### src/rtl/gpio_pkg.sv
// gpio_pkg: GPIO widths shared with the pin mux and the per-pin vector type
package gpio_pkg;
    localparam int IOWidth = 36;
    localparam int FiltWidth = 8;
    typedef logic [IOWidth-1:0] gpio_vec_t;
endpackage

### src/rtl/gpio_filt_bit.sv
// gpio_filt_bit: one pin's synchronizer, glitch filter and edge detector
module gpio_filt_bit
    import gpio_pkg::*;
#(
    parameter int LenW = FiltWidth
) (
    input  logic            clk,
    input  logic            reset_n,
    input  logic            pin,
    input  logic            en,
    input  logic [LenW-1:0] len,
    output logic            level,
    output logic            rise,
    output logic            fall
);
    logic s1, s2, byp, hit, fq_nxt;
    logic [LenW-1:0] cnt, cnt_nxt;
    // cnt >= len also covers len being lowered below an in-flight count
    always_comb begin
        byp = ~en | (len == '0);
        hit = (s2 != level) & (cnt >= len);
        fq_nxt = (byp | hit) ? s2 : level;
        cnt_nxt = (byp | hit | (s2 == level)) ? '0 : cnt + 1'b1;
    end
    always_ff @(posedge clk or negedge reset_n) begin
        if (!reset_n) begin
            s1 <= 1'b0;
            s2 <= 1'b0;
            level <= 1'b0;
            cnt <= '0;
            rise <= 1'b0;
            fall <= 1'b0;
        end else begin
            s1 <= pin;
            s2 <= s1;
            level <= fq_nxt;
            cnt <= cnt_nxt;
            rise <= fq_nxt & ~level;
            fall <= ~fq_nxt & level;
        end
    end
endmodule

### src/rtl/gpio_in_filter.sv
// gpio_in_filter: per-pin input conditioning with sticky edge flags and interrupt
module gpio_in_filter
    import gpio_pkg::*;
#(
    parameter int IOWidth = gpio_pkg::IOWidth,
    parameter int FiltWidth = gpio_pkg::FiltWidth
) (
    input  logic                 clk,
    input  logic                 reset_n,
    input  logic [IOWidth-1:0]   read_data,
    input  logic [IOWidth-1:0]   filt_en,
    input  logic [FiltWidth-1:0] filt_len,
    input  logic [IOWidth-1:0]   rise_en,
    input  logic [IOWidth-1:0]   fall_en,
    input  logic [IOWidth-1:0]   evt_clr,
    output logic [IOWidth-1:0]   filt_data,
    output logic [IOWidth-1:0]   rise_evt,
    output logic [IOWidth-1:0]   fall_evt,
    output logic [IOWidth-1:0]   evt_sticky,
    output logic                 irq
);
    logic [IOWidth-1:0] sticky_nxt;
    for (genvar i = 0; i < IOWidth; i++) begin : g_pin
        gpio_filt_bit #(.LenW(FiltWidth)) u_bit (
            .clk    (clk),
            .reset_n(reset_n),
            .pin    (read_data[i]),
            .en     (filt_en[i]),
            .len    (filt_len),
            .level  (filt_data[i]),
            .rise   (rise_evt[i]),
            .fall   (fall_evt[i])
        );
    end
    // set terms are ORed after the clear so a same-cycle set wins
    always_comb sticky_nxt = (evt_sticky & ~evt_clr) | (rise_evt & rise_en) | (fall_evt & fall_en);
    always_ff @(posedge clk or negedge reset_n) begin
        if (!reset_n) begin
            evt_sticky <= '0;
            irq <= 1'b0;
        end else begin
            evt_sticky <= sticky_nxt;
            irq <= |evt_sticky;
        end
    end
endmodule
### config.mk
export PLATFORM = sky130hd
export DESIGN_NAME = gpio_in_filter
export DESIGN_NICKNAME = d
export VERILOG_FILES = /design/src/rtl/gpio_pkg.sv /design/src/rtl/gpio_filt_bit.sv /design/src/rtl/gpio_in_filter.sv
export SDC_FILE = /design/constraint.sdc
export NUM_CORES = 1
export LEC_CHECK = 0
export CORE_ASPECT_RATIO = 2
export CORE_MARGIN = 10
export CORE_UTILIZATION = 61
export CTS_CLUSTER_DIAMETER = 200
export DETAILED_ROUTE_END_ITERATION = 10
export HOLD_SLACK_MARGIN = 0.03
export PLACE_DENSITY = 0.91
export SETUP_SLACK_MARGIN = 0.5
export SLEW_MARGIN = 20
export SYNTH_ARGS = -nofsm -noshare
export SYNTH_HDL_FRONTEND = slang
export SYNTH_SLANG_ARGS = --single-unit
### constraint.sdc
create_clock -name clk -period 4.01 [get_ports clk]
set_clock_uncertainty 0.1 [all_clocks]
set_input_delay 0.802 -clock clk [delete_from_list [all_inputs] [get_ports clk]]
set_output_delay 0.802 -clock clk [all_outputs]
set_load 0.01 [all_outputs]
==> impl_metrics.tcl <==
set metrics [dict create \
    p_total_mw 11.9 \
    grt_pass1_wl_mm 117 \
    p_leak_nw 15.3 \
    pre_cts_ws_ns 0.397 \
    netlist_instances 2450 \
    met2_length_mm 38.3 \
    maxCapViolCount 0 \
    track_usage_pct 26.7 \
    routabilityCongestion 0.933 \
    detail_route.wl_per_cell_um 21.9 \
    yosys_warnings 0 \
    clkSlewWorstSetupHoldPaths_ns 0.07 \
    setup_violations 0 \
    synth-seq-area-share_pct 46.5 \
    status "finished, final reports clean" \
    cp-end-kind "flip-flop" \
    highest_layer "met4" \
    overflow 0 \
    hold_class "in -> async" \
    final_cell_mix "505 x dfrtp_1, 332 x clkdlybuf4s50_1, 324 x ha_1" \
    final_antenna_net_count 0 \
    grt_pass1_vias 22600 \
    drt-total-wl_mm 73.3 \
    intPower_mw 8.77 \
    first_iter_violations 1163 \
    drive_gt1_share_pct 7.86 \
    rsz0062_at_grt "no" \
    placed_area_mm2 0.0308 \
    drtPass1Iterations 5 \
    htreeDepth 2 \
    crit_type "in -> reg" \
    cp.arrival_ns 3.63 \
    grt_max_degree 109 \
    cts_max_path_buffers 3 \
    cts_buffers 45 \
    core_mm2 0.0442 \
    ctsHoldBuffers 0 \
    insertion_delay_ns 0.59 \
    postLayoutCellArea_mm2 0.0324 \
    syn_area_mm2 0.0272 \
    power.share.combinational_pct 13.4 \
    postSynthAreaPerCell_um2 11.1 \
    timing.hold.ws_ns 0.185 \
    layout_commonest_cell "dfrtp_1" \
    io-pin-count 335 \
    fmaxAchievable_mhz 311 \
    via_per_inst 6.11 \
    drc 0 \
    cp-start-kind "input pin" \
    switching_share_pct 26.1 \
    cts_resized 0 \
    worst_slew_pin_slew_ns 0.961 \
    cts_setup_buffers 0 \
    period_share_pct 80.3 \
    place.port_buffers 334 \
    fp.dieW_um 169 \
    syn_to_final_growth_pct 19.2 \
    initial_core_util_pct 61.6 \
    ys_ff_latch 505 \
    min_period_ns 3.22 \
    rows 109 \
    antenna_found_initial 1 \
    syn-num-nets 2964 \
    hold_viol 0 \
    wl_met1_mm 25.8 \
    yosysUniqueCellTypes 33 \
    netSwitchingPower_mw 3.09 \
    dpl.hpwl_mm 53.0 \
    tritoncts "yes" \
    pwr-share-clk_pct 39.4 \
    nNetsFinal 3267 \
    peakVddDrop_mv 0.332 \
    cts.sink_count 505 \
    cts_root_buffer "clkbuf_16" \
    wl_met3_mm 4.63 \
    seqPwrFrac_pct 47.1 \
    powerDensity_mw_per_mm2 366 \
    slew_headroom_pct 36.0 \
    worstPathMaxFanout 22 \
    dieArea_mm2 0.0540 \
    setup_slack_ns 0.790 \
    vias 20400 \
    crit_required_ns 4.42 \
    tns_ns 0 \
    drv_slew 0 \
    die_h_um 319 \
]
-- critical path: stages --
cell             delay (ns)
clkdlybuf4s50_1        0.52
inv_2                  0.23
buf_12                 0.26
ha_1                   0.24
a2111oi_0              0.70
nor3_1                 0.24
nand3b_1               0.37
nor2_1                 0.22
-- state kept, by name (all words and copies together), names as in the netlist --
signal,count
g_pin.u_bit.cnt,288
evt_sticky,36
g_pin.u_bit.fall,36
g_pin.u_bit.level,36
g_pin.u_bit.rise,36
g_pin.u_bit.s1,36
g_pin.u_bit.s2,36
irq,1
-- layout make-up --
cell class	count	area [um^2]
Tap cell	555	694
Fill cell	2866	11800
Clock buffer	59	1280
Timing Repair Buffer	367	3790
Clock inverter	22	309
Sequential cell	505	12600
Antenna cell	1	2.50
Inverter	115	432
Multi-Input combinational cell	1719	13300
-- power by group through the flow --
stage / logic, mW / registers, mW / clock network, mW
after floorplan: 0.804 / 5.60 / 0
after global placement: 1.50 / 5.66 / 0
after detailed placement: 1.58 / 5.67 / 0
after CTS: 1.60 / 5.58 / 4.74
after global routing: 1.75 / 5.62 / 4.93
final: 1.59 / 5.59 / 4.67
-- layer usage --
metal / GRT usage, % / vias up
li1: - / 9171
met1: 27.4 / 10200
met2: 47.9 / 790
met3: 6.25 / 313
met4: 15.4 / 0
met5: 0 / -
-- through the flow --
step	util (%)	instances
final	73.4	3343
after floorplan	-	2450
after detailed placement	69.8	3261
after global placement	69.8	3261
after global routing	73.4	3343
after CTS	73.4	3342
-- path summary, 6_finish.rpt --
path                                  startpoint               endpoint  slack (ns)  depth (start not counted)
max                                  filt_len[2]  g_pin[5].u_bit.cnt[4]        0.79                          8
min                                      reset_n  g_pin[8].u_bit.cnt[4]        0.19                          1
max reg2reg                g_pin[5].u_bit.cnt[0]  g_pin[5].u_bit.cnt[4]        1.38                          7
min reg2reg                   g_pin[16].u_bit.s1     g_pin[16].u_bit.s2        0.24                          0
max in group asynchronous                reset_n  g_pin[9].u_bit.cnt[4]        2.62                          2
min in group clk              g_pin[16].u_bit.s1     g_pin[16].u_bit.s2        0.24                          0
-- cells in the mapped netlist --
| library cell | n | area (um^2) |
|---|---|---|
| and3_1 | 77 | 482 |
| nor3_1 | 35 | 175 |
| nand4_1 | 73 | 457 |
| o21ai_0 | 74 | 370 |
| a21oi_1 | 36 | 180 |
| buf_4 | 108 | 811 |
| nor2_8 | 1 | 20.0 |
| o21a_1 | 35 | 263 |
| buf_6 | 3 | 33.8 |
| a2111o_1 | 1 | 11.3 |
| nor2b_1 | 6 | 37.5 |
| nor3b_1 | 72 | 541 |
| nor4_1 | 9 | 56.3 |
| nor4b_1 | 35 | 307 |
| mux2_4 | 30 | 450 |
| dfrtp_1 | 505 | 12600 |
| nor2b_4 | 30 | 413 |
| a2111oi_0 | 35 | 307 |
| nor2_1 | 290 | 1090 |
| a22oi_1 | 36 | 270 |
| and3_2 | 30 | 225 |
| nand3b_1 | 35 | 263 |
| nand2_1 | 4 | 15.0 |
| nand2b_1 | 36 | 225 |
| nand3_1 | 152 | 761 |
| a211oi_1 | 2 | 15.0 |
| xnor2_1 | 63 | 552 |
| or2_2 | 1 | 6.26 |
| inv_1 | 115 | 432 |
| or4_4 | 2 | 22.5 |
| xor2_1 | 189 | 1660 |
| mux2_2 | 6 | 67.6 |
| ha_1 | 324 | 4050 |
-- kinds of logic after synthesis --
kind of cell,share of synthesized area [%]
and+or+nand+nor,18.7
muxes,1.90
xor gates and xnor gates,8.11
AOI/OAI and AO/OA,5.21
adders and majority gates,14.9
buffers and inverters,4.69
DFF,46.5
No activity file was read; power rests on OpenSTA's default activity.
